===== src/rtl/slzd_rx_pkg.sv =====
// Shared constants and state encoding for the serialized frame receiver.
// Optional fixed-stuff support is controlled by SLZD_RX_FXD_STUFF_EN.
package slzd_rx_pkg;

  typedef enum logic [1:0] {
    INTEG = 2'd0,
    IDLE  = 2'd1,
    FRAME = 2'd2
  } rx_state_t;

  localparam logic [2:0] STUFF_LEN     = 3'd5;
  localparam logic [3:0] FXD_STUFF_LEN = 4'd10;
  localparam logic [3:0] IDLE_LEN      = 4'd11;
  localparam logic [2:0] DOM_FLAG_LEN  = 3'd6;

endpackage


===== src/rtl/slzd_destuff.sv =====
// Stuff-bit removal: dynamic run-length destuffing and, with SLZD_RX_FXD_STUFF_EN,
// fixed stuffing (one inverted bit after every FXD_STUFF_LEN data bits).
module slzd_destuff
  import slzd_rx_pkg::*;
(
  input  logic clk,
  input  logic i_rst,
  input  logic i_sample,
  input  logic i_sof_load,
  input  logic i_active,
  input  logic i_stuff_en,
  input  logic i_fxd_stf_en,
  output logic o_deliver,
  output logic o_stuff_err
);

  logic       r_prev_bit;
  logic [2:0] r_same_cnt;
  logic       w_prev_nxt;
  logic [2:0] w_same_nxt;

`ifdef SLZD_RX_FXD_STUFF_EN
  logic [3:0] r_fxd_cnt;
  logic       r_fxd_en_d;
  logic [3:0] w_fxd_cnt_eff;
  logic [3:0] w_fxd_nxt;

  // A fresh fixed-stuff region always starts counting from zero.
  assign w_fxd_cnt_eff = (i_fxd_stf_en && !r_fxd_en_d) ? 4'd0 : r_fxd_cnt;
`else
  logic w_unused_fxd;
  assign w_unused_fxd = i_fxd_stf_en;
`endif

  always_comb begin
    w_prev_nxt  = r_prev_bit;
    w_same_nxt  = r_same_cnt;
    o_deliver   = 1'b0;
    o_stuff_err = 1'b0;
`ifdef SLZD_RX_FXD_STUFF_EN
    w_fxd_nxt   = w_fxd_cnt_eff;
`endif
    if (i_sof_load) begin
      w_prev_nxt = 1'b0;
      w_same_nxt = 3'd1;
`ifdef SLZD_RX_FXD_STUFF_EN
      w_fxd_nxt  = 4'd0;
`endif
    end else if (i_active) begin
`ifdef SLZD_RX_FXD_STUFF_EN
      if (i_fxd_stf_en) begin
        if (w_fxd_cnt_eff == FXD_STUFF_LEN) begin
          o_stuff_err = (i_sample == r_prev_bit);
          w_fxd_nxt   = 4'd0;
        end else begin
          o_deliver = 1'b1;
          w_fxd_nxt = w_fxd_cnt_eff + 4'd1;
        end
        w_prev_nxt = i_sample;
        w_same_nxt = 3'd1;
      end else
`endif
      if (!i_stuff_en) begin
        o_deliver  = 1'b1;
        w_prev_nxt = i_sample;
        w_same_nxt = 3'd1;
      end else if (r_same_cnt == STUFF_LEN) begin
        // Stuff position: a bad stuff bit still resyncs the run history.
        o_stuff_err = (i_sample == r_prev_bit);
        w_prev_nxt  = i_sample;
        w_same_nxt  = 3'd1;
      end else begin
        o_deliver  = 1'b1;
        w_same_nxt = (i_sample == r_prev_bit) ? r_same_cnt + 3'd1 : 3'd1;
        w_prev_nxt = i_sample;
      end
    end
  end

  always_ff @(posedge clk or posedge i_rst) begin
    if (i_rst) begin
      r_prev_bit <= 1'b1;
      r_same_cnt <= 3'd0;
    end else begin
      r_prev_bit <= w_prev_nxt;
      r_same_cnt <= w_same_nxt;
    end
  end

`ifdef SLZD_RX_FXD_STUFF_EN
  always_ff @(posedge clk or posedge i_rst) begin
    if (i_rst) begin
      r_fxd_cnt  <= 4'd0;
      r_fxd_en_d <= 1'b0;
    end else begin
      r_fxd_cnt  <= w_fxd_nxt;
      r_fxd_en_d <= i_fxd_stf_en;
    end
  end
`endif

endmodule


===== src/rtl/slzd_frm_rx.sv =====
// Serialized CAN/CAN XL frame receiver: bus integration, SOF, destuffing, bit monitoring.
// Fixed stuffing for the XL data phase is built only with SLZD_RX_FXD_STUFF_EN.
module slzd_frm_rx
  import slzd_rx_pkg::*;
(
  input  logic clk,
  input  logic g_rst,
  input  logic can_bus_in,
  input  logic tx_active,
  input  logic tx_bit_mon,
  input  logic arbtr_field,
  input  logic ack_slot,
  input  logic stuff_en,
  input  logic fxd_stf_en,
  input  logic frm_end,
  output logic rx_bit,
  output logic rx_bit_vld,
  output logic sof_det,
  output logic stuff_err,
  output logic bit_err,
  output logic arb_lost,
  output logic dom6_det,
  output logic bus_idle
);

  rx_state_t  r_state;
  rx_state_t  w_state_nxt;
  logic [3:0] r_rec_cnt;
  logic [3:0] w_rec_nxt;
  logic [2:0] r_dom_cnt;
  logic [2:0] w_dom_nxt;
  logic       w_sof;
  logic       w_active;
  logic       w_deliver;
  logic       w_stuff_err;
  logic       w_mismatch;
  logic       w_arb_lost;
  logic       w_bit_err;
  logic       w_dom6;

  always_comb begin
    w_state_nxt = r_state;
    w_sof       = 1'b0;
    unique case (r_state)
      INTEG: if (w_rec_nxt == IDLE_LEN) w_state_nxt = IDLE;
      IDLE: begin
        if (!can_bus_in) begin
          w_state_nxt = FRAME;
          w_sof       = 1'b1;
        end
      end
      FRAME: if (frm_end) w_state_nxt = IDLE;
      default: w_state_nxt = INTEG;
    endcase
  end

  always_ff @(posedge clk or posedge g_rst) begin
    if (g_rst) r_state <= INTEG;
    else       r_state <= w_state_nxt;
  end

  assign w_rec_nxt = !can_bus_in ? 4'd0 :
                     (r_rec_cnt == IDLE_LEN) ? r_rec_cnt : r_rec_cnt + 4'd1;
  assign w_dom_nxt = can_bus_in ? 3'd0 :
                     (r_dom_cnt == DOM_FLAG_LEN) ? r_dom_cnt : r_dom_cnt + 3'd1;
  assign w_dom6    = !can_bus_in && (r_dom_cnt == DOM_FLAG_LEN - 3'd1);

  // The sample that coincides with frm_end belongs to no frame.
  assign w_active = (r_state == FRAME) && !frm_end;

  assign w_mismatch = tx_active && (can_bus_in != tx_bit_mon);
  assign w_arb_lost = w_mismatch && arbtr_field && tx_bit_mon;
  assign w_bit_err  = w_mismatch && !(tx_bit_mon && (arbtr_field || ack_slot));

  slzd_destuff u_destuff (
    .clk          (clk),
    .i_rst        (g_rst),
    .i_sample     (can_bus_in),
    .i_sof_load   (w_sof),
    .i_active     (w_active),
    .i_stuff_en   (stuff_en),
    .i_fxd_stf_en (fxd_stf_en),
    .o_deliver    (w_deliver),
    .o_stuff_err  (w_stuff_err)
  );

  always_ff @(posedge clk or posedge g_rst) begin
    if (g_rst) begin
      r_rec_cnt  <= 4'd0;
      r_dom_cnt  <= 3'd0;
      rx_bit     <= 1'b1;
      rx_bit_vld <= 1'b0;
      sof_det    <= 1'b0;
      stuff_err  <= 1'b0;
      bit_err    <= 1'b0;
      arb_lost   <= 1'b0;
      dom6_det   <= 1'b0;
      bus_idle   <= 1'b0;
    end else begin
      r_rec_cnt  <= w_rec_nxt;
      r_dom_cnt  <= w_dom_nxt;
      if (w_sof || w_deliver) rx_bit <= can_bus_in;
      rx_bit_vld <= w_sof || w_deliver;
      sof_det    <= w_sof;
      stuff_err  <= w_stuff_err;
      bit_err    <= w_bit_err;
      arb_lost   <= w_arb_lost;
      dom6_det   <= w_dom6;
      bus_idle   <= (w_rec_nxt >= IDLE_LEN);
    end
  end

endmodule


===== config.mk =====
export PLATFORM = sky130hd
export DESIGN_NAME = slzd_frm_rx
export DESIGN_NICKNAME = d
export VERILOG_FILES = /design/src/rtl/slzd_rx_pkg.sv /design/src/rtl/slzd_destuff.sv /design/src/rtl/slzd_frm_rx.sv
export SDC_FILE = /design/constraint.sdc
export NUM_CORES = 1
export LEC_CHECK = 0
export BUFFER_PORTS_ARGS = -buffer_cell sky130_fd_sc_hd__buf_2
export CAP_MARGIN = 20
export CORE_MARGIN = 2
export CORE_UTILIZATION = 48
export DETAILED_ROUTE_END_ITERATION = 12
export PLACE_DENSITY = 0.82
export SLEW_MARGIN = 30
export SYNTH_ARGS = -nofsm -noshare
export SYNTH_HDL_FRONTEND = slang
export SYNTH_HIERARCHICAL = 1
export SYNTH_SLANG_ARGS = --single-unit

===== constraint.sdc =====
create_clock -name clk -period 1.78 [get_ports clk]
set_clock_uncertainty 0.2 [all_clocks]
set_input_delay 0.089 -clock clk [delete_from_list [all_inputs] [get_ports clk]]
set_output_delay 0.089 -clock clk [all_outputs]
set_load 0.01 [all_outputs]

---- Word level (Yosys, flattened, before mapping) ----
Cells that the tools add are included.
storage, ports and cells
  output and inout port bits .............. 8
  word-level logic and storage cells ...... 70
  memories ................................ 0
  register bits ........................... 21
  bits in latches ......................... 0
  bits in writable memories ............... 0
  bits of input ports ..................... 10
  memory bits (read-only) ................. 0
operators by class
  divide/modulo/power cells ............... 0
  shift operators ......................... 0
  muxes and demuxes ....................... 25
  reductions and logical operators ........ 15
  add/subtract/negate cells ............... 3
  magnitude comparators ................... 1
  $mul .................................... 0
  equality and inequality tests ........... 13
  bitwise operators ....................... 0
operator list
  kind                   count
  $mux W3                7
  $mux W1                12
  $eq A3 B3 Y1 const B   3
  $eq A4 B4 Y1 const B   2
  $mux W4                2
  $ne A2 B2 Y1 const B   4
  $logic_and A1 B1 Y1    7
  $add A3 B1 Y3 const B  2
  $mux W2                3
  $pmux W2 S3            1
  $add A4 B1 Y4 const B  1
  $ge A4 B4 Y1 const B   1
  $logic_not A1 Y1       3
  $reduce_and A3 Y1      1
  $eq A2 B1 Y1 const B   1
  $eq A2 B2 Y1 const B   1
  $logic_not A2 Y1       1
  $logic_or A1 B1 Y1     2
  $reduce_bool A2 Y1     1
  $eq A1 B1 Y1           1
  $ne A1 B1 Y1           1

---- Depth between registers and ports, before layout ----
Gate-level depths: netlist of run 1.
  word-level depth ........................ 6
  mapped depth ............................ 6
  mapped depth without buffers ............ 6

---- Cells and area by module ----
Netlist of run 1, hierarchy kept.
modules (own cells, without submodules)
  module        cells an instance  sequential area each (um^2)  instances  area each (um^2)
  slzd_frm_rx   72                 426.7                        1          784.5
  slzd_destuff  27                 101.3                        1          266.5

---- Worst setup path after synthesis of run 1 ----
No wires, ideal clock.
  path type ............................... register -> register
  from .................................... register r_state[0]
  to ...................................... register u_destuff.r_same_cnt[2]
  setup time .............................. 0.126 ns
  arrival ................................. 1.427 ns
  clock period less this slack ............ 1.753 ns
  buffers on the path ..................... 0
  cell stages (with the launch flop) ...... 7
  required time ........................... 1.454 ns
  setup slack ............................. 0.027 ns
  cell sequence ........................... dfrtp_1 > inv_1 > or3_4 > inv_1 > nand2b_4 > nor2_1 > a221o_1
between the ends
  longest elaborated chain between the ends .. 3
  elaborated cells between the ends (all ways) .. 6
  classes of those cells .................. eq/ne (2); mux (2); reduce/logical (2)
RTL lines
  item                                           line                source
  start: declaration                             slzd_frm_rx.sv:26   rx_state_t r_state;
  start signal: assignment                       slzd_frm_rx.sv:59   else r_state <= w_state_nxt;
  $eq A2 B1 Y1 (*)                               slzd_frm_rx.sv:44   unique case (r_state)
  $mux W1 (*)                                    slzd_frm_rx.sv:44
  named net w_sof                                slzd_frm_rx.sv:32   logic w_sof;
  $mux W3 or $reduce_bool A2 Y1 (tied branches)  --
  end signal: assignment                         slzd_destuff.sv:86  r_same_cnt <= w_same_nxt;
  end: declaration                               slzd_destuff.sv:18  logic [2:0] r_same_cnt;
Mark *: on every way through the listed nets, which the timed path passes. The rest lies on a longest branch.
A chain may end at the register's enable or synchronous reset.

---- Worst setup path after layout of run 1 ----
  from .................................... input can_bus_in
  to ...................................... register u_destuff.r_same_cnt[2]
between the ends
  elaborated cells between the ends (all ways) .. 9
  classes of those cells .................. eq/ne (1); mux (7); reduce/logical (1)
RTL lines
  item                                           line               source
  start: declaration                             slzd_frm_rx.sv:8   input logic can_bus_in,
  $mux W1 (*)                                    slzd_frm_rx.sv:47  if (!can_bus_in) begin
  $mux W1 (*)                                    slzd_frm_rx.sv:44
  named net w_sof                                slzd_frm_rx.sv:32
  $mux W3 or $reduce_bool A2 Y1 (tied branches)  --
Mark *: on every way through the listed nets, which the timed path passes. The rest lies on a longest branch. The select of a mux whose other input is x is not followed.

==> impl_metrics.csv, run 1 <==
group,metric,value,unit
outcome,run_status,"completed",
sta,period_needed,1.76,ns
drt,wl,2060,um
power_and_ir_drop,power,1.19,mW
grt,grt_max_degree,18,
cts,root_buffer,"clkbuf_4",
job,maxCapViolCount,0,
finish,nets,151,
sta,whs,0.0108,ns
die,io_pins,18,
drt,wl_per_cell,12.8,um
cts,cts.sinks,21,
synthesis,synth_seq_cells,21,
cts,numCtsBuffers,3,
finish,layout-drive-gt1-share,29.1,%
power_and_ir_drop,p_leak,0.680,nW
critical_path,timing.rr.start,"r_state[1]",
drt,dr_total_vias,838,
drt,drt_first_iter_violations,9,
synthesis,yosys_warnings,6,
sta,final_hold_viol_count,0,
critical_path,r2r_cells,5,
drt,via_per_inst,5.20,
sta,max_slew.worst_pin.slew,0.608,ns
critical_path,crit_required,1.78,ns
synthesis,synth_top_area_share,45.2,%
cts,cts.clk_slew.worst_paths,0.12,ns
die,rows,16,
synthesis,synth_area_per_cell,10.6,sq um
placed_design,gp_congestion,0.708,
sta,rsz0062_at_grt,"yes",
critical_path,slowest_stage,"dlygate4sd3_1",
critical_path,critPathMaxStageDelay,0.56,ns
grt,antenna_found_initial,0,
worst_hold_path,hold_class,"primary input to async pin",
grt,met2_usage,35.7,%
synthesis,synth_cell_types,39,
critical_path,critical_path.startpoint,"can_bus_in",
synthesis,syn_inst,99,
critical_path,r2r_slack,0.08,ns
critical_path,start_kind,"primary input",
finish,antenna_cells,0,
critical_path,cp.arrival,1.76,ns
grt,top_usage_layer,"met2",
placed_design,place_ws,0.0192,ns
synthesis,synth_fp_nets,115,
synthesis,synth-seq-area-share,50.2,%
critical_path,crit_type,"primary input to flip-flop",
cts,htreeDepth,1,
synthesis,synth_flop_cell,"dfrtp_1",
synthesis,async_reset_ff_share,100,%
sta,fmax,568,MHz
critical_path,r2r_end,"u_destuff/r_same_cnt[2]",
die,die_h,50.8,um
synthesis,synth_most_common_cell,"dfrtp_1",
critical_path,critPathCaptureType,"flip-flop",
sta,fin_crit_sh,98.9,%
grt,grt_pass1_wl,3630,um
placed_design,place_area,1200,sq um
critical_path,critPathMaxFanout,4,
cts,cts_tree,"done",
synthesis,yosysTopAreaCell,"dfrtp_1",
drt,drtAntennaViolNets,0,
placed_design,dp_hpwl,1420,um
grt,grt_use_total,18.5,%
sta,setup_viol,0,
power_and_ir_drop,powerDensity,889,nW/um^2
synthesis,synthTopCellsByArea,"dfrtp_1 45%, ha_1 7.1%, dfstp_2 5.0%",
sta,finalMaxSlewViolations,0,
grt,grt_pass1_vias,884,
die,core_area,2020,sq um
grt,grt.met1_usage,20.2,%
die,start_util,52.0,%
sta,setup_ws,0.0193,ns
grt,overflow,0,
drt,firstDrtPassIters,5,
die,die_area,2580,sq um
synthesis,syn_area,1050,sq um
critical_path,crit_chain,"buf_2, dlygate4sd3_1, or3_4, inv_4, nand2b_4, nor2_1, a221o_1",
cts,clkLatencyLatePin,0.30,ns
drt,drc,0,
grt,met3_usage,3.27,%
die,die_w,50.8,um
synthesis,synthTopCellsByCount,"19 x dfrtp_1, 10 x nor2_1, 9 x inv_1",
finish,fin_area,1340,sq um
cts,clockBufferDepth,2,
sta,slew_headroom,59.5,%
power_and_ir_drop,ir_drop,0.630,mV
synthesis,synth_edf_count,0,
placed_design,port_buffers,16,
finish,syn2layout_area_growth,27.6,%
placed cells by master, fill, tap and decap left out, drive strengths merged:
cell and instances:
buf 23, nand2 8, xnor2 1, clkinv 1, nand3 2, o31ai 1
nor4 1, clkbuf 3, o21ai 3, nor3b 2, or3 1, nor4b 1
a221o 1, dfstp 2, nor3 3, nor2 10, and4 1, a311oi 1
o21a 1, and3 1, a22o 1, a21oi 1, ha 6, and2 1
nand4b 1, nand2b 4, xor2 3, nor2b 4, inv 9, dfrtp 19
and2b 2, a21boi 1, a211oi 2, and4b 1, mux2i 1, a31oi 2
dlygate4sd3 9
critical path, delay by kind of cell:
family                 cells  cell delay, ns
AOI/OAI and AO/OA          1            0.33
buffers and inverters      3            0.75
and+or+nand+nor            3            0.59
what timing repair did:
item | 4_1_cts | 5_1_grt
hold endpoints to repair | 29 | 1
pin swaps | 0 | 1
cloned | 0 | 0
gates resized for setup | 1 | 3
setup endpoints to repair | 2 | 3
buffers inserted | 0 | 1
hold buffers | 8 | 1
cells by family (layout without fill, tap and decap cells):
| kind of cell | after synthesis | count (layout) | share of synthesized area (%) |
|---|---|---|---|
| AND/OR/NAND/NOR | 43 | 43 | 24.5 |
| flip-flops | 21 | 21 | 50.2 |
| AO/OA/AOI/OAI | 14 | 14 | 10.1 |
| buffers and inverters | 10 | 45 | 3.69 |
| adder cells (fa/ha/maj) | 6 | 6 | 7.14 |
| XOR/XNOR | 4 | 4 | 3.33 |
| multiplexers | 1 | 1 | 0.952 |
per-stage QoR:
stage          setup TNS, ns  instances  utilization, %
2_1_floorplan              0         99               -
3_3_place_gp               0        147            59.6
3_5_place_dp               0        147            59.6
4_1_cts                    0        159            65.2
5_1_grt             -0.00898        161            66.3
6_report                   0        161            66.3
final cells by class:
cell class,count,area (sq um)
fill,179,681
sequential,21,528
multi-input combinational,68,493
timing repair buffer,32,223
inverter,9,36.3
tap,27,33.8
clock buffer,3,22.5
clock inverter,1,5.00
per-layer routing:
metal  share of wire (%)  up-vias
met1                  42      408
met4                0.49        0
li1                    -      408
met5                   0        -
met2                  54       20
met3                 3.4        2
how the worst max path moves through the flow:
stage / cells past startpoint / slack (ns) / endpoint
after floorplan: 6 / 0.03 / u_destuff/r_same_cnt[2]
after global placement: 7 / 0.05 / rx_bit
after detailed placement: 7 / 0.02 / rx_bit
after CTS: 5 / 0.03 / u_destuff/r_same_cnt[2]
after global routing: 7 / -0.009 / rx_bit
final: 7 / 0.02 / u_destuff/r_same_cnt[2]
registers in the layout (all words and copies together) (netlist names), 2 cells and up:
register              count
r_dom_cnt                 3
r_rec_cnt                 4
r_state                   2
u_destuff/r_same_cnt      3
report_power, final:
| group | internal, mW | leakage (nW) | switching (mW) | total (mW) |
|---|---|---|---|---|
| clock network | 0.0837 | 0.0177 | 0.145 | 0.228 |
| logic | 0.164 | 0.388 | 0.172 | 0.335 |
| registers | 0.562 | 0.274 | 0.0672 | 0.629 |
| total | 0.809 | 0.680 | 0.383 | 1.19 |
No activity file was read; power rests on OpenSTA's default activity.
==> run 2, diff against run 1 <==
CORE_UTILIZATION = 49   (was 48)
PLACE_DENSITY = 0.83   (was 0.82)
SYNTH_HIERARCHICAL = not set   (was 1)
==> impl_metrics.csv, run 2 <==
group,metric,value,unit
synthesis,synth_cell_types,38,
synthesis,syn_area,1090,sq um
finish,nets,153,
finish,syn2layout_area_growth,22.8,%
finish,antenna_cells,0,
die,die_w,51.2,um
grt,antenna_found_initial,0,
job,maxCapViolCount,0,
finish,regArea,528,sq um
die,io_pins,18,
cts,cts.sinks,21,
sta,final_hold_viol_count,0,
synthesis,synth_top_area_share,43.6,%
drt,drt_first_iter_violations,19,
synthesis,synthTopCellsByCount,"19 x dfrtp_1, 9 x nand2_1, 7 x nor2_1",
cts,numCtsBuffers,3,
drt,drc,0,
placed_design,dp_hpwl,1580,um
cts,clkLatencyLatePin,0.30,ns
die,die_area,2620,sq um
finish,largest_reg_flops,4,
grt,overflow,0,
cts,cts.clk_slew.worst_paths,0.12,ns
synthesis,synth_edf_count,0,
synthesis,synth_seq_cells,21,
critical_path,crit_type,"primary input to flip-flop",
sta,period_needed,1.71,ns
grt,grt_max_degree,22,
grt,grt_pass1_wl,3790,um
die,start_util,50.7,%
placed_design,port_buffers,16,
finish,fillerInstances,167,
critical_path,critPathMaxStageDelay,0.55,ns
synthesis,synth_fp_nets,122,
finish,multiInputGateArea,533,sq um
finish,instances_no_fill,164,
finish,biggestRegsByFlops,"r_rec_cnt (4), r_dom_cnt (3), u_destuff.r_same_cnt (3)",
die,rows,17,
synthesis,synthTopCellsByArea,"dfrtp_1 44%, ha_1 6.9%, dfstp_2 4.8%",
die,die_h,51.2,um
cts,cts_tree,"done",
cts,htreeDepth,1,
sta,max_slew.worst_pin.slew,0.321,ns
cts,root_buffer,"clkbuf_4",
critical_path,crit_required,1.83,ns
drt,via_per_inst,5.62,
critical_path,r2r_slack,0.10,ns
finish,regMostFlops,"r_rec_cnt",
sta,setup_viol,0,
die,core_area,2150,sq um
drt,dr_total_vias,921,
finish,layout_common_cells,"19 x dfrtp_1, 16 x buf_2, 9 x nand2_1, 9 x dlygate4sd3_1, 7 x nor2_1",
cts,cts_setup_buffers,0,
worst_hold_path,hold_class,"primary input to flip-flop",
sta,slew_headroom,78.3,%
drt,drtAntennaViolNets,0,
grt,grt_use_total,19.6,%
critical_path,cp.arrival,1.76,ns
cts,clockBufferDepth,2,
sta,finalMaxSlewViolations,0,
critical_path,start_kind,"primary input",
power_and_ir_drop,powerDensity,904,nW/um^2
critical_path,slowest_stage,"dlygate4sd3_1",
synthesis,yosys_warnings,0,
critical_path,crit_chain,"dlygate4sd3_1, buf_2, nor4b_1, o21a_1, dlygate4sd3_1",
finish,final_common_cell,"dfrtp_1",
sta,fin_crit_sh,96.2,%
critical_path,cpMostUsedCell,"dlygate4sd3_1",
synthesis,syn_inst,106,
sta,fmax,584,MHz
finish,layout-drive-gt1-share,23.5,%
synthesis,async_reset_ff_share,100,%
synthesis,synth-seq-area-share,48.5,%
synthesis,yosysTopAreaCell,"dfrtp_1",
drt,wl,2350,um
sta,tns,0,ns
sta,rsz0062_at_grt,"no",
power_and_ir_drop,ir_drop,0.480,mV
drt,wl_per_cell,14.3,um
placed_design,gp_congestion,0.840,
grt,grt_pass1_vias,893,
synthesis,synth_most_common_cell,"dfrtp_1",
placed_design,place_inst,151,
synthesis,synth_flop_cell,"dfrtp_1",
critical_path,critPathMaxFanout,3,
critical_path,critPathCaptureType,"flip-flop",
outcome,run_status,"completed",
power_and_ir_drop,p_leak,0.662,nW
synthesis,synth_area_per_cell,10.3,sq um
drt,firstDrtPassIters,4,
==> run 2: cell count changes after synthesis, sizes merged, moves of 3 or more <==
cell    delta
nand3b     +3
nor2       -3
nand3      +3
a21oi      +3
inv        -3
o22ai      +3
==> run 2: final timing paths <==
check                        startpoint                    to  depth (start not counted)
setup / recovery             tx_bit_mon               bit_err                          5
hold reg to reg                  rx_bit                rx_bit                          2
min in group asynchronous         g_rst              bus_idle                          4
setup reg to reg           r_rec_cnt[1]              bus_idle                          5
hold / removal               can_bus_in              bus_idle                          4
max in group asynchronous         g_rst  u_destuff.r_prev_bit                          4
==> run 2: cell type report <==
cell class | instances | area share [%]
clock buffers | 3 | 1.68
clock inverters | 1 | 0.374
inverters | 6 | 1.68
multi-input cells | 77 | 39.8
flip-flops and latches | 21 | 39.4
well taps | 28 | 2.62
repair buffers | 28 | 14.4
==> run 2: worst max-delay path: cells and delay by family <==
kind | cells | cell delay [ns]
AND/OR/NAND/NOR | 1 | 0.29
buffers and inverters | 3 | 1.19
AO/OA/AOI/OAI | 1 | 0.20
==> run 2: per-stage QoR <==
step	cell area [sq um]	power (mW)	hold WS (ns)	utilization, %	setup WS (ns)
2_1_floorplan	1090	0.854	-0.136	-	0.282
3_3_place_gp	1220	0.919	-0.0770	56.7	0.231
3_5_place_dp	1220	0.962	-0.0702	56.7	0.175
4_1_cts	1340	1.20	0.0133	62.2	0.139
5_1_grt	1340	1.29	0.0325	62.3	0.0185
6_report	1340	1.21	0.0196	62.3	0.0679
==> run 2: routing by layer <==
| layer | global-route usage [%] | up-vias | routed length, um |
|---|---|---|---|
| met5 | 0 | - | 0 |
| met4 | 11.7 | 0 | 63 |
| met3 | 3.22 | 8 | 84 |
| met2 | 37.4 | 39 | 1270 |
| met1 | 19.6 | 441 | 933 |
| li1 | - | 433 | - |
==> run 2: what timing repair did <==
item,4_1_cts,5_1_grt
hold endpoints to repair,37,0
hold buffers,9,0
gates resized for setup,0,1
setup endpoints to repair,0,1
==> run 2: power breakdown <==
part           total [mW]  internal [mW]  leakage, nW  switching [mW]
combinational       0.342          0.158        0.370           0.184
clock               0.231         0.0839       0.0177           0.147
sequential          0.638          0.567        0.275          0.0711
==> run 2: cell families after synthesis <==
kind of cell | synth area share (%)
muxes | 2.76
and+or+nand+nor | 23.7
adders and majority gates | 6.89
buffers and inverters | 2.87
DFF | 48.5
AOI/OAI and AO/OA | 13.0
xor gates and xnor gates | 2.41
==> run 3, diff against run 2 <==
HOLD_SLACK_MARGIN = 0.12   (was not set)
SETUP_SLACK_MARGIN = 0.2   (was not set)
SKIP_LAST_GASP = 1   (was not set)
==> impl_metrics.csv, run 3 (same netlist as run 2, synthesis figures left out) <==
group,metric,value,unit
outcome,run_status,"finished with violations",
outcome,violations,"hold timing",
finish,biggestRegsByFlops,"r_rec_cnt (4), r_dom_cnt (3), u_destuff.r_same_cnt (3)",
finish,regMostFlops,"r_rec_cnt",
power_and_ir_drop,ir_drop,0.481,mV
critical_path,crit_type,"flip-flop to flip-flop",
sta,finalMaxSlewViolations,0,
critical_path,critPathCaptureType,"flip-flop",
drt,firstDrtPassIters,4,
placed_design,place_inst,151,
grt,overflow,0,
critical_path,crit_required,1.84,ns
die,io_pins,18,
grt,top_usage_layer,"met2",
power_and_ir_drop,p_switching,0.439,mW
drt,via_per_inst,5.73,
grt,grt_pass1_wl,3810,um
power_and_ir_drop,sw_frac_of_total,34.4,%
sta,tns,0,ns
drt,drc,0,
power_and_ir_drop,power_frac_seq,50.5,%
grt,grt_max_degree,22,
cts,cts_tree,"done",
cts,clkLatencyLatePin,0.31,ns
die,die_w,51.2,um
finish,largest_reg_flops,4,
drt,wl_per_cell,15.3,um
sta,whs,-0.0875,ns
power_and_ir_drop,clkPwrFrac,18.5,%
grt,met3_usage,2.92,%
critical_path,cp.arrival,1.61,ns
cts,cts.sinks,21,
cts,numCtsBuffers,3,
sta,fmax,646,MHz
placed_design,gp_congestion,0.840,
finish,antenna_cells,0,
finish,instances_no_fill,169,
sta,setup_viol,0,
die,core_area,2150,sq um
sta,fin_crit_sh,87.0,%
die,die_area,2620,sq um
sta,max_slew.worst_pin.slew,0.292,ns
sta,final_hold_viol_count,8,
die,start_util,50.7,%
sta,period_needed,1.55,ns
finish,layout-drive-gt1-share,31.9,%
drt,wl,2580,um
finish,layout_common_cells,"16 x dfrtp_1, 16 x buf_2, 9 x dlygate4sd3_1",
sta,slew_headroom,80.5,%
sta,rsz0062_at_grt,"yes",
cts,ctsHoldBuffers,9,
cts,htreeDepth,1,
power_and_ir_drop,powerDensity,907,nW/um^2
grt,grt_use_total,19.8,%
critical_path,critPathMaxFanout,6,
finish,syn2layout_area_growth,29.3,%
power_and_ir_drop,internal_power,0.838,mW
job,maxCapViolCount,0,
cts,root_buffer,"clkbuf_4",
grt,grt_pass1_vias,872,
cts,cts.clk_slew.worst_paths,0.12,ns
placed_design,dp_hpwl,1580,um
die,die_h,51.2,um
drt,dr_total_vias,968,
grt,antenna_found_initial,0,
placed_design,port_buffers,16,
worst_hold_path,hold_class,"primary input to flip-flop",
cts,clockBufferDepth,2,
critical_path,start_kind,"flip-flop",
die,rows,17,
grt,grt.met1_usage,21.5,%
power_and_ir_drop,p_leak,0.684,nW
drt,drtAntennaViolNets,0,
drt,drt_first_iter_violations,22,
finish,nets,158,
power_and_ir_drop,p_comb_share,31.0,%
grt,met2_usage,37.4,%
[run 3: changes by cell type in the layout (fill, tap and decap cells not counted), moves of 2 or more]
cell     delta
nand3_1     -2
nand3_2     +2
dfrtp_2     +3
buf_4       +5
dfrtp_1     -3
[run 3: worst paths after layout]
kind	start	endpoint	slack (ns)	depth (start not counted)
min reg2reg	r_state[0]	rx_bit	0.29	1
min in group asynchronous	g_rst	r_rec_cnt[0]	0.13	4
max	r_state[0]	rx_bit_vld	0.23	4
max reg2reg	r_state[0]	rx_bit_vld	0.23	4
min	can_bus_in	r_dom_cnt[0]	-0.09	2
max in group asynchronous	g_rst	u_destuff.r_prev_bit	0.99	4
[run 3: worst max-delay path: stages (launching register included)]
cell      delay, ns
dfrtp_2        0.46
or3b_4         0.45
nand2b_1       0.20
buf_4          0.15
nand2_1        0.05
[run 3: timing repair]
item	4_1_cts	5_1_grt
pin swaps	1	8
setup endpoints to repair	4	9
hold endpoints to repair	41	10
buffers inserted	2	3
gates resized for setup	2	9
[run 3: metal layers]
metal / vias to the layer above / wire length (um)
met5: - / 0
met4: 0 / 75
met3: 8 / 160
met2: 47 / 1330
met1: 468 / 1010
li1: 445 / -
[run 3: power by group through the flow]
stage | Combinational [mW] | Sequential (mW) | Clock (mW)
2_1_floorplan | 0.215 | 0.639 | 0
3_3_place_gp | 0.284 | 0.635 | 0
3_5_place_dp | 0.319 | 0.643 | 0
4_1_cts | 0.345 | 0.632 | 0.233
5_1_grt | 0.434 | 0.655 | 0.255
6_report | 0.396 | 0.645 | 0.236
[run 3: through the flow]
stage | power (mW) | setup WS (ns) | util, % | cell area (sq um)
after floorplan | 0.854 | 0.282 | - | 1090
after CTS | 1.21 | 0.194 | 63.0 | 1350
final | 1.28 | 0.232 | 65.6 | 1410
after global routing | 1.34 | 0.176 | 65.6 | 1410
after global placement | 0.919 | 0.231 | 56.7 | 1220
after detailed placement | 0.962 | 0.175 | 56.7 | 1220
[run 3: cell type report]
cell class	instances	area (sq um)
clock buffer	3	22.5
clock inverter	1	5.00
fill	152	739
inverter	6	22.5
multi-input combinational	77	562
sequential	21	532
tap	28	35.0
timing repair buffer	33	230
